`src/rtl/rf_write_buffer.sv`:
```
// Register-file write buffer: queues writes and drains one per cycle onto RW/PW/LE.
// Define RF_WRITE_BUFFER_BYPASS_EN to forward queued data onto the three read ports.
module rf_write_buffer #(
    parameter int DEPTH  = 4,
    parameter int DATA_W = 32,
    parameter int ADDR_W = 5
) (
    input  logic                       Clk,
    input  logic                       Reset,
    input  logic                       wr_valid,
    output logic                       wr_ready,
    input  logic [ADDR_W-1:0]          wr_addr,
    input  logic [DATA_W-1:0]          wr_data,
    input  logic                       wb_hold,
    output logic [ADDR_W-1:0]          RW,
    output logic [DATA_W-1:0]          PW,
    output logic                       LE,
    output logic [$clog2(DEPTH):0]     count,
    output logic                       empty,
    input  logic [ADDR_W-1:0]          rd_addr_a,
    input  logic [ADDR_W-1:0]          rd_addr_b,
    input  logic [ADDR_W-1:0]          rd_addr_c,
    input  logic [DATA_W-1:0]          rd_data_a,
    input  logic [DATA_W-1:0]          rd_data_b,
    input  logic [DATA_W-1:0]          rd_data_c,
    output logic [DATA_W-1:0]          fwd_a,
    output logic [DATA_W-1:0]          fwd_b,
    output logic [DATA_W-1:0]          fwd_c
);

    localparam int PTR_W = $clog2(DEPTH);
    localparam int CNT_W = PTR_W + 1;

    logic [ADDR_W-1:0] addr_mem [DEPTH];
    logic [DATA_W-1:0] data_mem [DEPTH];
    logic [PTR_W-1:0]  head;
    logic [PTR_W-1:0]  tail;
    logic [CNT_W-1:0]  count_q;
    logic              push;
    logic              pop;

    assign count    = count_q;
    assign empty    = (count_q == '0);
    assign wr_ready = (count_q < CNT_W'(DEPTH));

    // R0 is hardwired zero: the handshake completes but nothing is queued.
    assign push = wr_valid && wr_ready && (wr_addr != '0);
    assign pop  = LE;

    assign LE = !empty && !wb_hold;
    assign RW = empty ? '0 : addr_mem[head];
    assign PW = empty ? '0 : data_mem[head];

    always_ff @(posedge Clk or posedge Reset) begin
        if (Reset) begin
            head    <= '0;
            tail    <= '0;
            count_q <= '0;
        end else begin
            if (push) tail <= tail + PTR_W'(1);
            if (pop)  head <= head + PTR_W'(1);
            case ({push, pop})
                2'b10:   count_q <= count_q + CNT_W'(1);
                2'b01:   count_q <= count_q - CNT_W'(1);
                default: count_q <= count_q;
            endcase
        end
    end

    // Storage carries no reset; occupancy alone decides which entries are live.
    always_ff @(posedge Clk) begin
        if (push) begin
            addr_mem[tail] <= wr_addr;
            data_mem[tail] <= wr_data;
        end
    end

`ifdef RF_WRITE_BUFFER_BYPASS_EN
    // Walk oldest to youngest so the last match (youngest) wins.
    function automatic logic [DATA_W-1:0] bypass(input logic [ADDR_W-1:0] ra,
                                                 input logic [DATA_W-1:0] rd);
        logic [DATA_W-1:0] v;
        logic [PTR_W-1:0]  idx;
        v = rd;
        for (int k = 0; k < DEPTH; k++) begin
            idx = head + PTR_W'(k);
            if ((ra != '0) && (CNT_W'(k) < count_q) && (addr_mem[idx] == ra))
                v = data_mem[idx];
        end
        return v;
    endfunction

    assign fwd_a = bypass(rd_addr_a, rd_data_a);
    assign fwd_b = bypass(rd_addr_b, rd_data_b);
    assign fwd_c = bypass(rd_addr_c, rd_data_c);
`else
    logic unused_rd_addr;
    assign unused_rd_addr = ^{rd_addr_a, rd_addr_b, rd_addr_c};

    assign fwd_a = rd_data_a;
    assign fwd_b = rd_data_b;
    assign fwd_c = rd_data_c;
`endif

endmodule

```
`config.mk`:
```
export PLATFORM = sky130hd
export DESIGN_NAME = rf_write_buffer
export DESIGN_NICKNAME = d
export VERILOG_FILES = /design/src/rtl/rf_write_buffer.sv
export SDC_FILE = /design/constraint.sdc
export NUM_CORES = 1
export LEC_CHECK = 0
export ABC_AREA = 1
export CAP_MARGIN = 10
export CORE_MARGIN = 8
export CORE_UTILIZATION = 30
export CTS_BUF_LIST = sky130_fd_sc_hd__clkbuf_8 sky130_fd_sc_hd__clkbuf_16
export CTS_CLUSTER_SIZE = 12
export DETAILED_ROUTE_END_ITERATION = 8
export PLACE_DENSITY = 0.67
export SLEW_MARGIN = 30
export SYNTH_ARGS = -nofsm -noshare
export SYNTH_HDL_FRONTEND = slang
export SYNTH_SLANG_ARGS = --single-unit
```
`constraint.sdc`:
```
create_clock -name Clk -period 2.9 [get_ports Clk]
set_input_delay 0.725 -clock Clk [delete_from_list [all_inputs] [get_ports Clk]]
set_output_delay 0.725 -clock Clk [all_outputs]
set_load 0.03 [all_outputs]
```
# Yosys cells after proc, flatten, opt, wreduce, memory -nomap -nowiden
# Memories as Yosys holds them, arrays and structs flattened.
# Cells that the tools add are included.
# word_totals
input_bits	152
mem_count	2
ramBits	148
regBits	7
wordCells	25
out_inout_bits	139
# classes
n_eq_ne	2
n_lt_le_gt_ge	1
reduce_logical	8
n_mux	5
n_addsub	4
# mem_list
name	depth	width	read_ports	rd_ports_with_merged_regs	write_ports	line	text
data_mem	4	32	1	0	1	35	logic [DATA_W-1:0] data_mem [DEPTH];
addr_mem	4	5	1	0	1	34	logic [ADDR_W-1:0] addr_mem [DEPTH];
# op_table
cell	n
$mux W32	1
$pmux W3 S2	1
$mux W5	1
$reduce_bool A5 Y1	1
$add A2 B1 Y2 const B	2
$add A3 B1 Y3 const B	1
$logic_and A1 B1 Y1	3
$logic_not A3 Y1	1
$lt A3 B3 Y1 const B	1
$sub A3 B1 Y3 const B	1
$eq A2 B1 Y1 const B	1
$eq A2 B2 Y1 const B	1
$logic_not A1 Y1	2
$mux W1	2
$reduce_bool A2 Y1	1

# Depth between registers and ports, before layout
# Gate-level depths: netlist (run 1).
# logic_depth
word_depth	5
mapped_depth	12
ltp_nobuf	12

# Least setup slack after synthesis (run 1)
# OpenSTA, ideal clock, no wires.
# synth_path
path_kind	in2reg
start	in wr_valid
end	mem addr_mem[0][0], enable pin
path_stages	4
arrival_time_ns	2.631
n_path_buf	0
path_slack_ns	-0.163
path_cell_list	inv_1 nor2_1 nand2_1 nor2_1
# synth_via
elab_chain_len	4
# synth_rtl
item	line	text
start: declaration	10	input logic wr_valid,
$logic_and A1 B1 Y1 (2 in a row)	47	assign push = wr_valid && wr_ready && (wr_addr != '0);
$mux W1	72	if (push) begin
$mux W1 (not written as such)	73	addr_mem[tail] <= wr_addr;
end: declaration	34	
# No other way between the ends.

# Worst setup path after layout (run 1)
# layout_path
start	reg head[0]
end	out PW[24]
# layout_via
elab_chain_len	2
# layout_rtl
item	line	text
start: declaration	36	logic [PTR_W-1:0] head;
start signal: assignment	61	if (pop) head <= head + PTR_W'(1);
$mem_v2 Z4 W32	-	
$mux W32	52	assign PW = empty ? '0 : data_mem[head];
end: declaration	16	output logic [DATA_W-1:0] PW,
# No other way between the ends.

==> metrics.txt, run 1 <==
Clk network pwr share=23.4%; Leak=3.79 nW; Core Region=0.0249 sq mm; initial antenna violation count=1; multi-input logic area=0.00141 sq mm; drc violations=0; cts bufs inserted=17; count of final setup violators=0; Routed Antenna Nets=0; synthesized instance count=744; VDD IR max=680 uV; Arrival @ worst endpoint=2.06 ns; worst slew pin tran=0.359 ns; RSZ-0062 raised after global routing=false; Seq/Total Area, Yosys=61.4%; Area contributors post-synth=edfxtp_1, buf_4, inv_1; CTS Buffer Depth=2; required time of the critical path=2.17 ns; die width=174 um; wire length per cell=18.5 um; Hold Violations, Final=0; Cell Area, Synth=0.00752 sq mm; max cap viols=0; CTS tree=yes; crit end category=output pin; routability cong.=0.694; Die ar.=0.0304 sq mm; Clock Sinks=155; Synth top area share=59.1%; Final period util=95.9%; DR vias=4,533; Comb pwr share=44.6%; Slew Limit Fails=0; count leader, synth=inv_1; # rows=58; Final nets=899; total track usage=13.0%; P_int=5.47 mW; H-tree levels=4; Storage cell area=0.00462 sq mm; Post-synth top cells=inv_1, nand2_1, edfxtp_1; Slowest-stage cell, CP=dfrtp_2; Switching Share=41.0%; share of power burned in registers=32.0%; status=complete, no violations; Crit Path Class=reg -> out; CP Cell Sequence=buf_4, nand2_1, nand3_1, a21oi_1, clkdlybuf4s15_1; synthesis-stage register bit count=155; number of setup buffers added after CTS=0; Die Ht=174 um; grt ovf=0; number of global-route vias before repair=4,494; Synth Flop Type=edfxtp_1; skew final=0.00932 ns; largest net degree at the start of global routing=41; clock slew at reported path FFs=0.06 ns; Placement Setup Slack=0.0779 ns; area grow syn2layout=15.5%; setup TNS=0 ns; Sw Pwr=3.81 mW; asr flop ratio synth=4.52%; Setup WS post-layout=0.118 ns; HP Class=reg -> reg; Buffers on Ports=83; Root Driver=clkbuf_16; DR pass1 iterations=4; crit path launch type=flip-flop; Worst-Skew Late Latency=0.42 ns; Fillers=2,445; Largest stage delay, worst path=0.50 ns; 1st-iter DRT viols=172; I/O pins=291; DR vias/cell=4.18; critical path peak fanout=30; min cycle time layout=2.78 ns; Initial Utilization=30.2%; syn nets=902; area leader, netlist=edfxtp_1; Synth cell types=19; layout cell share with drive strength beyond 1=10.3%; Slew headroom=76.0%; Synth Warn #=0; first-pass GRT wire length=29.1 mm; CTS Hold Buffers Added=0; Power Density=1070 mW/mm^2; Achievable Freq=0.359 GHz; drt total wl=20.1 mm; DP HPWL=14.8 mm; number of flops mapped to enable cells by yosys=148; Post-Syn Area per Cell=10.1 sq um
==> state kept, by name (all words and copies together) (netlist names) <==
signal    flops
count         3
addr_mem     20
head          2
data_mem    128
tail          2
==> power groups by stage <==
stage / registers (mW) / logic, mW / clock network (mW)
4_1_cts: 2.97 / 4.25 / 2.23
5_1_grt: 3.01 / 4.51 / 2.31
3_5_place_dp: 3.02 / 4.49 / 0
3_3_place_gp: 3.01 / 4.44 / 0
2_1_floorplan: 3.03 / 2.95 / 0
6_report: 2.97 / 4.13 / 2.17
==> timing repair <==
item / 4_1_cts / 5_1_grt
endpoints found under the setup margin: 30 / 6
resized for setup: 30 / 7
gates cloned: 0 / 0
==> stage by stage <==
stage	std cells	hold slack [ns]	area [sq um]	util [%]	power, mW
detailed placement	1052	0.495	8130	32.7	7.51
global route	1085	0.540	8690	34.9	9.83
global placement	1052	0.491	8130	32.7	7.45
finish	1085	0.510	8690	34.9	9.27
floorplan	744	0.492	7520	-	5.98
CTS	1084	0.511	8680	34.9	9.45
==> worst paths after layout <==
path	startpoint	end	slack [ns]	depth (start not counted)
worst max-delay path	head[0]	PW[24]	0.12	5
worst min-delay path	count[0]	count[0]	0.51	1
worst max register to register	count[1]	count[2]	1.09	11
worst min register to register	count[0]	count[0]	0.51	1
max in group asynchronous	Reset	head[0]	2.10	2
min in group asynchronous	Reset	count[0]	0.55	2
==> layer usage <==
metal / wire [um] / track usage (%) / up-vias
li1: - / - / 2229
met1: 6670 / 11.9 / 2092
met2: 10800 / 24.1 / 167
met3: 2070 / 5.97 / 45
met4: 597 / 5.77 / 0
met5: 0 / 0.333 / -
==> cell usage in the layout (no fill, tap or decap), drive strengths merged, types with 3 or more instances in the layout <==
cell type,netlist,routed
inv,168,174
nand2,163,163
edfxtp,148,148
nand3,79,79
clkdlybuf4s50,0,44
a21oi,37,37
dlygate4sd2,0,26
buf,117,26
clkbuf,7,18
dfrtp,7,7
nor2,7,7
clkinv,0,6
ha,5,5
clkdlybuf4s15,0,3
==> final cells by class <==
class | count | share of cell area (%)
diodes | 1 | 0.0288
clock inverters | 15 | 1.87
repair buffers | 102 | 11.8
inverters | 168 | 7.26
flip-flops and latches | 155 | 53.2
multi-input cells | 297 | 16.2
clock buffers | 17 | 4.90
well taps | 330 | 4.75
==> worst max-delay path: cells and delay by family (launching register included) <==
| kind | cells | cell delay, ns |
|---|---|---|
| AOI/OAI and AO/OA | 1 | 0.27 |
| buffers and inverters | 2 | 0.69 |
| DFF | 1 | 0.50 |
| and+or+nand+nor | 2 | 0.18 |
==> cells by family after synthesis <==
logic type	Yosys count	synth area share (%)
AO/OA/AOI/OAI	39	3.09
XOR/XNOR	2	0.233
adder cells (fa/ha/maj)	6	1.10
buffers and inverters	292	20.2
flip-flops	155	61.4
AND/OR/NAND/NOR	250	13.9
Note: power is estimated with default switching activity, not from simulation.
==> run 2: changes to the inputs <==
--- a/config.mk
+++ b/config.mk
@@ -7,6 +7,7 @@
 export LEC_CHECK = 0
 export ABC_AREA = 1
 export CAP_MARGIN = 10
+export CORE_ASPECT_RATIO = 0.75
 export CORE_MARGIN = 8
 export CORE_UTILIZATION = 30
 export CTS_BUF_LIST = sky130_fd_sc_hd__clkbuf_8 sky130_fd_sc_hd__clkbuf_16
==> run 2 against run 1 <==
Largest power group unchanged. Global-route usage shrank 0.64 points. Combinational power grew 6.8%. Clock skew shrank 0.0037 ns. Non-clock buffer count grew 4. Sequential cell count is the same. Hold slack gained 0.0035 ns. Sequential power is essentially flat. Sequential share of layout area shrank 0.73 points. Critical path depth is the same. Count of clock-buffer cells in the layout is the same. Largest cell class unchanged.
==> metrics.txt, run 2 (synthesis gave the netlist of run 1 again) <==
status=complete, no violations; critical path peak fanout=4; number of setup buffers added after CTS=0; most common cell after layout, fill and taps aside=inv_1; H-tree levels=4; Biggest register=data_mem; setup TNS=0 ns; crit end category=output pin; 1st-iter DRT viols=287; WL met1=7.02 mm; area grow syn2layout=17.1%; skew final=0.00558 ns; Die Ht=153 um; Design Area, Final=0.00881 sq mm; WHS Endpoint=count[0]; Routed Antenna Nets=0; Worst Reg2Reg Path Length in Cells=11; Hold Violations, Final=0; Hold Path Stages=1; Core Region=0.0248 sq mm; Achievable Freq=0.359 GHz; number of global-route vias before repair=4,445; Final period util=96.1%; Largest register FFs=128; drc violations=0; Root Driver=clkbuf_16; CTS Buffer Depth=2; clock slew at reported path FFs=0.06 ns; I/O pins=291; DR pass1 iterations=6; most frequent cells in the layout=inv_1, nand2_1, edfxtp_1; Storage cell area=0.00462 sq mm; routability cong.=0.719; Crit Path Class=in -> out; largest net degree at the start of global routing=50; Clock Sinks=155; Arrival @ worst endpoint=2.06 ns; Slew Limit Fails=0; crit path launch type=input port; HP Class=reg -> reg; die width=199 um; Slew headroom=77.8%; grt ovf=0; layout cell share with drive strength beyond 1=11.5%; met3 WL=1.65 mm; DR vias/cell=4.16; VDD IR max=658 uV; required time of the critical path=2.17 ns; Leak=3.82 nW; CTS tree=yes; worst slew pin tran=0.332 ns; max cap viols=0; min cycle time layout=2.79 ns; first-pass GRT wire length=27.9 mm; Power Density=1090 mW/mm^2; DR vias=4,554; multi-input logic area=0.00141 sq mm; cell area after placement=0.00822 sq mm; Worst-Skew Late Latency=0.42 ns; wire length per cell=17.2 um; Buffers on Ports=83; initial antenna violation count=1; flop2flop setup slack=1.11 ns; Worst R2R End=count[2]; cts bufs inserted=17; Power Total=9.61 mW; ant diodes=0; met2 wire length=9.55 mm; drt total wl=18.9 mm; count of final setup violators=0; DP HPWL=13.4 mm; Final nets=903; # rows=50; worst hold start=count[0]; RSZ-0062 raised after global routing=false; Die ar.=0.0304 sq mm; Initial Utilization=30.4%; worst r2r src=count[2]; Top Metal Used=met5; Fillers=2,419; total track usage=12.3%
## run 2: changes by cell type in the layout (fill, tap and decap cells not counted), moves of 2 or more
cell             before  now
dlygate4sd2_1        26   23
buf_12                8   13
clkinv_4              5    1
inv_6                 5    3
clkdlybuf4s50_1      44   46
clkdlybuf4s15_1       3    0
clkinvlp_4            1    5
inv_8                 0    3
buf_4                18   21
## run 2: worst max-delay path by stage
stage,startpoint,to,cells past startpoint
6_report,wb_hold,LE,5
3_5_place_dp,wb_hold,LE,5
3_3_place_gp,wb_hold,LE,5
5_1_grt,count[0],empty,5
2_1_floorplan,wr_valid,addr_mem[0][0],4
4_1_cts,head[0],PW[30],6
## run 2: critical path, cell delays in order
cell and delay (ns):
clkdlybuf4s50_1 0.40, inv_1 0.06, nand2_1 0.09, inv_1 0.11, clkdlybuf4s50_1 0.68
## run 2: report_power, final
group	internal, mW	leakage [nW]	total (mW)	switching [mW]
combinational	1.52	2.11	4.41	2.89
clock	1.30	0.281	2.24	0.938
sequential	2.85	1.43	2.96	0.116
total	5.66	3.82	9.61	3.95
## run 2: area by class of cell
cell class / count / area share, %
Timing Repair Buffer: 106 / 12.7
Sequential cell: 155 / 52.5
Clock inverter: 15 / 2.07
Multi-Input combinational cell: 297 / 16.0
Tap cell: 338 / 4.80
Clock buffer: 17 / 4.83
Inverter: 168 / 7.16
## run 2: metrics by stage
stage | util (%) | instances | hold slack [ns] | worst slack (ns)
after global placement | 33.2 | 1064 | 0.488 | 0.115
final | 35.6 | 1096 | 0.513 | 0.113
after global routing | 35.6 | 1096 | 0.534 | 0.0316
after detailed placement | 33.2 | 1064 | 0.500 | 0.111
after floorplan | - | 744 | 0.492 | -0.163
after CTS | 35.5 | 1096 | 0.510 | 0.00874
## run 2: timing repair
item / in CTS / in global routing
endpoints found under the setup margin: 23 / 3
resized for setup: 23 / 3
hold buffers: 0 / 0
gates cloned: 0 / 0
## run 2: per-layer routing
metal / vias up / GRT usage [%]
li1: 2240 / -
met1: 2113 / 13.0
met2: 147 / 21.5
met3: 52 / 4.96
met4: 2 / 5.32
met5: - / 0.168
==> run 3: changes to the inputs <==
--- a/config.mk
+++ b/config.mk
@@ -10,7 +10,7 @@
 export CORE_ASPECT_RATIO = 0.75
 export CORE_MARGIN = 8
 export CORE_UTILIZATION = 30
-export CTS_BUF_LIST = sky130_fd_sc_hd__clkbuf_8 sky130_fd_sc_hd__clkbuf_16
+export CTS_BUF_LIST = sky130_fd_sc_hd__clkbuf_16
 export CTS_CLUSTER_SIZE = 12
 export DETAILED_ROUTE_END_ITERATION = 8
 export PLACE_DENSITY = 0.67
==> results of run 3 <==
Same layout as run 2: the final DEF is identical, and so are final timing and power.
